===== src/rtl/boot_copy_seq_pkg.sv =====
// Shared types for the boot copy sequencer: FSM state encoding, also used by the bench for probes.
package boot_copy_seq_pkg;

  typedef enum logic [2:0] {
    StIdle   = 3'd0,
    StRdReq  = 3'd1,
    StRdWait = 3'd2,
    StWr     = 3'd3,
    StHold   = 3'd4,
    StRun    = 3'd5,
    StErr    = 3'd6
  } state_e;

  function automatic int unsigned cnt_width(input int unsigned words);
    return $clog2(words + 1);
  endfunction

endpackage


===== src/rtl/boot_copy_seq_if.sv =====
// ROM read and SRAM write buses of the boot copy sequencer (IOb-native style).
interface boot_copy_seq_if #(
  parameter int unsigned DATA_W     = 32,
  parameter int unsigned ADDR_W     = 32,
  parameter int unsigned ROM_ADDR_W = 12
) ();
  logic                    rom_avalid;
  logic [ROM_ADDR_W-1:0]   rom_addr;
  logic                    rom_rvalid;
  logic [DATA_W-1:0]       rom_rdata;
  logic                    sram_avalid;
  logic [ADDR_W-1:0]       sram_addr;
  logic [DATA_W-1:0]       sram_wdata;
  logic [DATA_W/8-1:0]     sram_wstrb;
  logic                    sram_ready;

  modport master (
    output rom_avalid, rom_addr, sram_avalid, sram_addr, sram_wdata, sram_wstrb,
    input  rom_rvalid, rom_rdata, sram_ready
  );

  modport slave (
    input  rom_avalid, rom_addr, sram_avalid, sram_addr, sram_wdata, sram_wstrb,
    output rom_rvalid, rom_rdata, sram_ready
  );
endinterface


===== src/rtl/boot_copy_hold_timer.sv =====
// Loadable down-counter timing how long the CPU is held in reset after the copy.
module boot_copy_hold_timer #(
  parameter int unsigned RST_HOLD = 100
) (
  input  logic clk_i,
  input  logic cke_i,
  input  logic arst_n_i,
  input  logic load_i,
  output logic done_o
);
  localparam int unsigned W = $clog2(RST_HOLD + 1);

  logic [W-1:0] count_d, count_q;

  always_comb begin
    count_d = count_q;
    if (load_i) begin
      count_d = W'(RST_HOLD);
    end else if (count_q != '0) begin
      count_d = count_q - W'(1);
    end
  end

  always_ff @(posedge clk_i or negedge arst_n_i) begin
    if (!arst_n_i) begin
      count_q <= '0;
    end else if (cke_i) begin
      count_q <= count_d;
    end
  end

  // Last hold cycle: the FSM leaves HOLD on the edge that ends it.
  assign done_o = (count_q == W'(1));
endmodule


===== src/rtl/boot_copy_seq.sv =====
// Boot sequencer: copies the boot image from ROM to SRAM, then releases the CPU reset.
// Optional BOOT_COPY_CHECKSUM_EN adds an image checksum and an error state.
module boot_copy_seq
  import boot_copy_seq_pkg::*;
#(
  parameter int unsigned     DATA_W     = 32,
  parameter int unsigned     ADDR_W     = 32,
  parameter int unsigned     ROM_ADDR_W = 12,
  parameter int unsigned     BOOT_WORDS = 1024,
  parameter logic [ADDR_W-1:0] SRAM_BASE = '0,
  parameter int unsigned     RST_HOLD   = 100
) (
  input  logic               clk_i,
  input  logic               cke_i,
  input  logic               arst_n_i,
  input  logic               boot_i,
  input  logic               start_i,
  boot_copy_seq_if.master    mem,
  output logic               cpu_reset_o,
  output logic               busy_o,
  output logic               err_o
);
  localparam int unsigned CntW   = cnt_width(BOOT_WORDS);
  localparam int unsigned BytesW = DATA_W / 8;

  state_e              state_d, state_q;
  logic [CntW-1:0]     cnt_d, cnt_q;
  logic [DATA_W-1:0]   data_d, data_q;
  logic                cpu_reset_d, cpu_reset_q;
  logic                hold_load, hold_done;
`ifdef BOOT_COPY_CHECKSUM_EN
  logic [DATA_W-1:0]   sum_d, sum_q;
`endif

  boot_copy_hold_timer #(
    .RST_HOLD (RST_HOLD)
  ) u_hold_timer (
    .clk_i    (clk_i),
    .cke_i    (cke_i),
    .arst_n_i (arst_n_i),
    .load_i   (hold_load),
    .done_o   (hold_done)
  );

  always_ff @(posedge clk_i or negedge arst_n_i) begin
    if (!arst_n_i) begin
      state_q     <= StIdle;
      cnt_q       <= '0;
      data_q      <= '0;
      cpu_reset_q <= 1'b1;
`ifdef BOOT_COPY_CHECKSUM_EN
      sum_q       <= '0;
`endif
    end else if (cke_i) begin
      state_q     <= state_d;
      cnt_q       <= cnt_d;
      data_q      <= data_d;
      cpu_reset_q <= cpu_reset_d;
`ifdef BOOT_COPY_CHECKSUM_EN
      sum_q       <= sum_d;
`endif
    end
  end

  always_comb begin
    state_d = state_q;
    cnt_d   = cnt_q;
    data_d  = data_q;
`ifdef BOOT_COPY_CHECKSUM_EN
    sum_d   = sum_q;
`endif
    unique case (state_q)
      StIdle: begin
        cnt_d   = '0;
`ifdef BOOT_COPY_CHECKSUM_EN
        sum_d   = '0;
`endif
        state_d = boot_i ? StRdReq : StHold;
      end
      StRdReq: state_d = StRdWait;
      StRdWait: begin
        if (mem.rom_rvalid) begin
          data_d  = mem.rom_rdata;
          state_d = StWr;
        end
      end
      StWr: begin
        if (mem.sram_ready) begin
          cnt_d = cnt_q + CntW'(1);
`ifdef BOOT_COPY_CHECKSUM_EN
          sum_d = sum_q + data_q;
`endif
          if (cnt_q == CntW'(BOOT_WORDS - 1)) begin
`ifdef BOOT_COPY_CHECKSUM_EN
            state_d = (sum_d != '0) ? StErr : StHold;
`else
            state_d = StHold;
`endif
          end else begin
            state_d = StRdReq;
          end
        end
      end
      StHold: begin
        if (hold_done) state_d = StRun;
      end
      StRun: begin
        if (start_i) state_d = StIdle;
      end
`ifdef BOOT_COPY_CHECKSUM_EN
      StErr: begin
        if (start_i) state_d = StIdle;
      end
`endif
      default: state_d = StIdle;
    endcase
  end

  // Registered from the next state so the CPU reset never glitches.
  assign cpu_reset_d = (state_d != StRun);
  assign hold_load   = (state_d == StHold) && (state_q != StHold);

  always_comb begin
    mem.rom_avalid  = (state_q == StRdReq);
    mem.rom_addr    = ROM_ADDR_W'(cnt_q);
    mem.sram_avalid = (state_q == StWr);
    mem.sram_addr   = SRAM_BASE + ADDR_W'(cnt_q) * ADDR_W'(BytesW);
    mem.sram_wdata  = data_q;
    mem.sram_wstrb  = (state_q == StWr) ? '1 : '0;
    busy_o          = (state_q != StRun) && (state_q != StErr);
`ifdef BOOT_COPY_CHECKSUM_EN
    err_o           = (state_q == StErr);
`else
    err_o           = 1'b0;
`endif
    cpu_reset_o     = cpu_reset_q;
  end
endmodule


===== src/flat_wrapper.sv =====
// flat-port wrapper written by rule: the top's interface ports become plain ports
module boot_copy_seq_flat import boot_copy_seq_pkg::*;
#(
  parameter int unsigned     DATA_W     = 32,
  parameter int unsigned     ADDR_W     = 32,
  parameter int unsigned     ROM_ADDR_W = 12,
  parameter int unsigned     BOOT_WORDS = 1024,
  parameter logic [ADDR_W-1:0] SRAM_BASE = '0,
  parameter int unsigned     RST_HOLD   = 100
)
  (clk_i, cke_i, arst_n_i, boot_i, start_i, cpu_reset_o, busy_o, err_o, mem_rom_avalid, mem_rom_addr, mem_sram_avalid, mem_sram_addr, mem_sram_wdata, mem_sram_wstrb, mem_rom_rvalid, mem_rom_rdata, mem_sram_ready);
  boot_copy_seq_if #(.DATA_W(DATA_W), .ADDR_W(ADDR_W), .ROM_ADDR_W(ROM_ADDR_W)) mem_i ();
  input  logic clk_i;
  input  logic cke_i;
  input  logic arst_n_i;
  input  logic boot_i;
  input  logic start_i;
  output logic cpu_reset_o;
  output logic busy_o;
  output logic err_o;
  output wire logic [$bits(mem_i.rom_avalid)-1:0] mem_rom_avalid;
  output wire logic [$bits(mem_i.rom_addr)-1:0] mem_rom_addr;
  output wire logic [$bits(mem_i.sram_avalid)-1:0] mem_sram_avalid;
  output wire logic [$bits(mem_i.sram_addr)-1:0] mem_sram_addr;
  output wire logic [$bits(mem_i.sram_wdata)-1:0] mem_sram_wdata;
  output wire logic [$bits(mem_i.sram_wstrb)-1:0] mem_sram_wstrb;
  input wire logic [$bits(mem_i.rom_rvalid)-1:0] mem_rom_rvalid;
  input wire logic [$bits(mem_i.rom_rdata)-1:0] mem_rom_rdata;
  input wire logic [$bits(mem_i.sram_ready)-1:0] mem_sram_ready;
  assign mem_rom_avalid = mem_i.rom_avalid;
  assign mem_rom_addr = mem_i.rom_addr;
  assign mem_sram_avalid = mem_i.sram_avalid;
  assign mem_sram_addr = mem_i.sram_addr;
  assign mem_sram_wdata = mem_i.sram_wdata;
  assign mem_sram_wstrb = mem_i.sram_wstrb;
  assign mem_i.rom_rvalid = mem_rom_rvalid;
  assign mem_i.rom_rdata = mem_rom_rdata;
  assign mem_i.sram_ready = mem_sram_ready;
  boot_copy_seq #(.DATA_W(DATA_W), .ADDR_W(ADDR_W), .ROM_ADDR_W(ROM_ADDR_W), .BOOT_WORDS(BOOT_WORDS), .SRAM_BASE(SRAM_BASE), .RST_HOLD(RST_HOLD)) u_core (.clk_i(clk_i), .cke_i(cke_i), .arst_n_i(arst_n_i), .boot_i(boot_i), .start_i(start_i), .mem(mem_i), .cpu_reset_o(cpu_reset_o), .busy_o(busy_o), .err_o(err_o));
endmodule

===== config.mk =====
export PLATFORM = sky130hd
export DESIGN_NAME = boot_copy_seq_flat
export DESIGN_NICKNAME = d
export VERILOG_FILES = /design/src/rtl/boot_copy_seq_pkg.sv /design/src/rtl/boot_copy_seq_if.sv /design/src/rtl/boot_copy_hold_timer.sv /design/src/rtl/boot_copy_seq.sv /design/src/flat_wrapper.sv
export SDC_FILE = /design/constraint.sdc
export NUM_CORES = 1
export LEC_CHECK = 0
export ABC_CLOCK_PERIOD_IN_PS = 2700
export BUFFER_PORTS_ARGS = -buffer_cell sky130_fd_sc_hd__buf_2
export CAP_MARGIN = 20
export CORE_MARGIN = 10
export CORE_UTILIZATION = 45
export DETAILED_ROUTE_END_ITERATION = 6
export PLACE_DENSITY_LB_ADDON = 0.12
export SLEW_MARGIN = 30
export SYNTH_ARGS = -nofsm -noshare
export SYNTH_HDL_FRONTEND = slang
export SYNTH_SLANG_ARGS = --single-unit

===== constraint.sdc =====
create_clock -name clk_i -period 2.7 [get_ports clk_i]
set_input_delay 0.135 -clock clk_i [delete_from_list [all_inputs] [get_ports clk_i]]
set_output_delay 0.135 -clock clk_i [all_outputs]
set_load 0.02 [all_outputs]

== After elaboration in Yosys (flattened, before gate mapping) ==
Cells that the tools add are included.
W data, S select, Z words.

* Register bits: 54
* Output and inout port bits: 85

* Add/subtract/negate cells: 2
* Equal/unequal tests: 13
* Multiplexer cells: 12
* Reduce and logical (&&, ||, !) cells: 9

{| class="wikitable"
|+ Operators with widths
! kind !! number
|-
| $pmux W11 S2 || 1
|-
| $mux W3 || 6
|-
| $pmux W3 S6 || 1
|-
| $mux W7 || 2
|-
| $ne A3 B3 Y1 const B || 4
|-
| $add A11 B1 Y11 const B || 1
|-
| $eq A11 B10 Y1 const B || 1
|-
| $mux W11 || 1
|-
| $eq A3 B3 Y1 const B || 3
|-
| $eq A7 B1 Y1 const B || 1
|-
| $reduce_bool A7 Y1 || 1
|-
| $sub A7 B1 Y7 const B || 1
|-
| $eq A3 B2 Y1 const B || 2
|-
| $reduce_and A3 Y1 || 2
|-
| $mux W4 || 1
|-
| $reduce_bool A2 Y1 || 2
|-
| $eq A3 B1 Y1 const B || 1
|-
| $logic_not A3 Y1 || 1
|-
| $logic_and A1 B1 Y1 || 2
|-
| $ne A2 B1 Y1 const B || 1
|-
| $reduce_and A2 Y1 || 1
|}

== Logic depth before layout (Yosys ltp) ==
* Word-level depth: 8
* Gate-level depth with buffers: 7

== By module ==
From an unflattened synthesis, not the netlist that was laid out.

* Cells, all modules: 252
* Area, all modules: 2,864.0 µm²

{| class="wikitable"
|+ Modules (own cells, without submodules)
! module !! times used !! cells an instance !! area each (µm²) !! seq. area each (µm²)
|-
| boot_copy_seq || 1 || 208 || 2,406.1 || 1,177.4
|-
| boot_copy_hold_timer || 1 || 44 || 457.9 || 175.2
|}

== Least setup slack after synthesis ==
No wires, ideal clock.

* Path type: register to register
* Start point: reg u_core.u_hold_timer.count_q[2]
* End point: reg u_core.u_hold_timer.count_q[6]
* Setup time: 124 ps
* Arrival: 1,897 ps
* Data required time: 2,576 ps
* Slack: 679 ps
* Stages on the path, launching flop included: 6
* Cell sequence: dfrtp_1 -> or4_1 -> or4_4 -> o311ai_4 -> nor4b_4 -> a211o_1

* Word-level cells in the longest chain between the ends: 7
* Elaborated cells between the ends (all ways): 11

{| class="wikitable"
|+ RTL lines
! element !! line !! text
|-
| start, declared || boot_copy_hold_timer.sv:13 || <nowiki>logic [W-1:0] count_d, count_q;</nowiki>
|-
| start signal, assigned || boot_copy_hold_timer.sv:28 || <nowiki>count_q <= count_d;</nowiki>
|-
| $eq A7 B1 Y1 || boot_copy_hold_timer.sv:33 || <nowiki>assign done_o = (count_q == W'(1));</nowiki>
|-
| $mux W3 || boot_copy_seq.sv:105 || <nowiki>if (hold_done) state_d = StRun;</nowiki>
|-
| $pmux W3 S6 || boot_copy_seq.sv:72 || <nowiki>unique case (state_q)</nowiki>
|-
| $eq A3 B3 Y1 || boot_copy_seq.sv:121 || <nowiki>assign hold_load = (state_d == StHold) && (state_q != StHold);</nowiki>
|-
| $logic_and A1 B1 Y1 || boot_copy_seq.sv:121 ||
|-
| $reduce_bool A2 Y1 (no line) || n/a ||
|-
| $reduce_and A2 Y1 (no line) || n/a ||
|}

Parallel ways exist; a longest one is shown, timed or not. The select of a mux whose other input is x is not followed.
A chain may end at the register's enable or synchronous reset.

== Final worst setup path ==
* Start point: reg u_core.cnt_q[0]
* End point: reg u_core.u_hold_timer.count_q[4]

* Word-level cells in the longest chain between the ends: 8
* Elaborated cells between the ends (all ways): 9

{| class="wikitable"
|+ RTL lines
! element !! line !! text
|-
| start, declared || boot_copy_seq.sv:27 || <nowiki>logic [CntW-1:0] cnt_d, cnt_q;</nowiki>
|-
| start signal, assigned || boot_copy_seq.sv:56 || <nowiki>cnt_q <= cnt_d;</nowiki>
|-
| $eq A11 B10 Y1 (*) || boot_copy_seq.sv:93 || <nowiki>if (cnt_q == CntW'(BOOT_WORDS - 1)) begin</nowiki>
|-
| $mux W3 (*) || boot_copy_seq.sv:93 ||
|-
| $mux W3 (*) || boot_copy_seq.sv:88 || <nowiki>if (mem.sram_ready) begin</nowiki>
|-
| $pmux W3 S6 (*) || boot_copy_seq.sv:72 ||
|-
| $eq A3 B3 Y1 (*) || boot_copy_seq.sv:121 ||
|-
| $logic_and A1 B1 Y1 (*) || boot_copy_seq.sv:121 ||
|-
| $reduce_bool A2 Y1 (no line) || n/a ||
|-
| $reduce_and A2 Y1 (no line) || n/a ||
|}

Every way passes the cells marked *; elsewhere a longest branch is shown, timed or not.

==> results.sh <==
export IMPL_yosysWarnings=0
export IMPL_drc_errors=0
export IMPL_cts_resized=0
export IMPL_avgSynthCellArea_um2=11.19
export IMPL_antenna_cells=0
export IMPL_max_clock_freq_ghz=0.4614
export IMPL_overflow=0
export IMPL_fin_crit_sh=0.8027
export IMPL_track_usage=0.1316
export IMPL_grt_pass1_wl_um=10650
export IMPL_hold_class="input pin to flop"
export IMPL_fillCellCount=553
export IMPL_drtIter0Drc=51
export IMPL_critPathMaxStageDelay_ns=0.47
export IMPL_maxSlewViolCount=0
export IMPL_yosysSeqAreaShare=0.4856
export IMPL_worstPathRequired_ns=2.88
export IMPL_ys_types=42
export IMPL_dp_hpwl_um=5139
export IMPL_final_setup_viol_count=0
export IMPL_viasPerCell=4.862
export IMPL_p_per_area_nw_per_um2=1089
export IMPL_critPathArrivalTime_ns=2.35
export IMPL_io_buffers=100
export IMPL_root_buffer="clkbuf_8"
export IMPL_drtAntennaViolNets=0
export IMPL_ios=124
export IMPL_power_mw=3.569
export IMPL_synthFlopType="dfrtp_1"
export IMPL_fin_nets=379
export IMPL_cts_max_path_buffers=2
export IMPL_synthMostInstantiatedCell="dfrtp_1"
export IMPL_tns_ns=0
export IMPL_cts_sinks=54
export IMPL_fin_hold_ws_ns=0.04049
export IMPL_cts_buffers=5
export IMPL_cts_tree="built"
export IMPL_crit_path_max_fanout=7
export IMPL_worst_r2r_setup_slack_ns=0.53
export IMPL_num_vias=2003
export IMPL_worst_setup_path_type="flop to flop"
export IMPL_min_period_ns=2.167
export IMPL_synthTopCellsByArea="dfrtp_1 (48%), mux2_2 (13%), buf_4 (10%), xnor2_1 (3.5%), nor2_1 (2.4%)"
export IMPL_end_kind="flop"
export IMPL_syn_cell_area_um2=2785
export IMPL_row_count=28
export IMPL_wl_per_cell_um=15.74
export IMPL_ys_ff_latch=54
export IMPL_cp_slowest_cell="nor4b_4"
export IMPL_grt_pass1_vias=2168
export IMPL_antenna_found_initial=1
export IMPL_relSlewSlack=0.6280
export IMPL_die_w_um=98.67
export IMPL_cellLeakagePower_nw=1.655
export IMPL_stdcell_count=412
export IMPL_holdBufCountCts=1
export IMPL_ys_async_sr_fraction=1.000
export IMPL_gp_congestion=0.8348
export IMPL_die_h_um=98.67
export IMPL_coreArea_um2=5956
export IMPL_ys_top_cells_by_count="dfrtp_1 (53), buf_4 (38), mux2_2 (32)"
export IMPL_die_area_um2=9736
export IMPL_fin_skew_ns=0.009270
export IMPL_synthCells=249
export IMPL_post_cts_buffers=0
export IMPL_drtPass1Iterations=4
export IMPL_crit_family="simple AND/OR/NAND/NOR gates"
export IMPL_outcome="complete, no violations"
export IMPL_grt_max_degree=33
export IMPL_critPathLaunchType="flop"
export IMPL_synth_edf_count=0
export IMPL_placed_cells=403
export IMPL_clk_pin_slew_worst_paths_ns=0.11
export IMPL_hold_violations=0
export IMPL_vdd_drop_max_mv=0.5229
export IMPL_drt_total_wl_um=6484
export IMPL_htreeDepth=2
export IMPL_rsz0062_at_grt="no"
export IMPL_maxCapViolCount=0
export IMPL_worstMarginPinSlew_ns=0.5528
export IMPL_clock_latency_ns=0.31
export IMPL_post_synth_top_area_cell="dfrtp_1"
export IMPL_drive_above_1_share=0.4451
export IMPL_worstPathCellList="ha_1 -> nand3_1 -> nor4_1 -> o22ai_1 -> nor4b_4 -> nor2_1"
export IMPL_synth_top_area_frac=0.4762
export IMPL_area_delta_synth_final_pct=17.65
export IMPL_start_util=0.4676
export IMPL_crit_buf_inv=0
-- worst register-to-register path: cells and delay by family (launching register included) --
kind                     cells  cell delay, ns
AO/OA/AOI/OAI                1            0.21
AND/OR/NAND/NOR              4            1.18
flip-flops                   1            0.45
adder cells (fa/ha/maj)      1            0.21
-- layout by cell type, fill, tap and decap left out, types with 3 or more instances in the layout --
cell and n:
a211o_1 3, a21oi_1 5, buf_2 100, buf_4 3
clkbuf_8 6, conb_1 23, dfrtp_1 53, ha_1 4
inv_1 9, mux2_2 32, nand2_1 10, nand3_1 6
nor2_1 18, nor3_1 8, nor3b_1 3, nor4_1 4
o21ai_0 5, xnor2_1 11
-- logic make-up after synthesis --
kind of cell | synth area share
simple gates | 0.1285
fa+ha+maj | 0.01797
flops | 0.4856
compound gates | 0.06874
mux | 0.1330
xor+xnor | 0.03774
buf+inv | 0.1271
other cells | 0.001346
-- sequential cells by signal, indices dropped and copies added (netlist names) --
name	cells
u_core.u_hold_timer.count_q	7
u_core.cnt_q	11
u_core.mem.sram_wdata	32
u_core.cpu_reset_o	1
u_core.state_q	3
-- path summary, 6_finish.rpt --
| kind | from | endpoint | depth (start not counted) |
|---|---|---|---|
| setup / recovery | u_core.cnt_q[0]$_DFFE_PN0P_ | u_core.u_hold_timer.count_q[4]$_DFFE_PN0P_ | 6 |
| hold / removal | mem_rom_rdata[19] | u_core.mem.sram_wdata[19]$_DFFE_PN0P_ | 2 |
| setup reg to reg | u_core.cnt_q[0]$_DFFE_PN0P_ | u_core.u_hold_timer.count_q[4]$_DFFE_PN0P_ | 6 |
| hold reg to reg | u_core.mem.sram_wdata[5]$_DFFE_PN0P_ | u_core.mem.sram_wdata[5]$_DFFE_PN0P_ | 1 |
| max in group asynchronous | arst_n_i | u_core.cpu_reset_o$_DFFE_PN1P_ | 3 |
| min in group asynchronous | arst_n_i | u_core.mem.sram_wdata[26]$_DFFE_PN0P_ | 2 |
-- metal layers --
layer	part of all wire	track usage
met1	0.39	0.1439
met3	0.13	0.08310
met4	0.014	0.04520
met2	0.46	0.2042
met5	0.0028	0
-- final cells by class --
class	instances	area (um^2)	share of cell area
Clock buffer	6	82.58	0.02520
Clock inverter	2	20.02	0.006109
Inverter	9	33.78	0.01031
Multi-Input combinational cell	162	1161	0.3543
Sequential cell	54	1353	0.4128
Tap cell	75	93.84	0.02864
Timing Repair Buffer	104	533.0	0.1627
-- per-stage QoR --
stage | instance area, um^2 | util | worst slack [ns]
after global routing | 3277 | 0.5502 | 0.3068
after detailed placement | 3164 | 0.5313 | 0.5420
after floorplan | 2868 | - | 0.6786
after global placement | 3164 | 0.5313 | 0.6211
final | 3277 | 0.5502 | 0.5326
after CTS | 3277 | 0.5502 | 0.5278
-- where the power goes --
group | switching [mW] | total (mW) | internal [mW]
registers | 0.273 | 1.43 | 1.15
logic | 0.960 | 1.63 | 0.675
clock network | 0.288 | 0.507 | 0.219
Power figures use the tool's default switching activity.
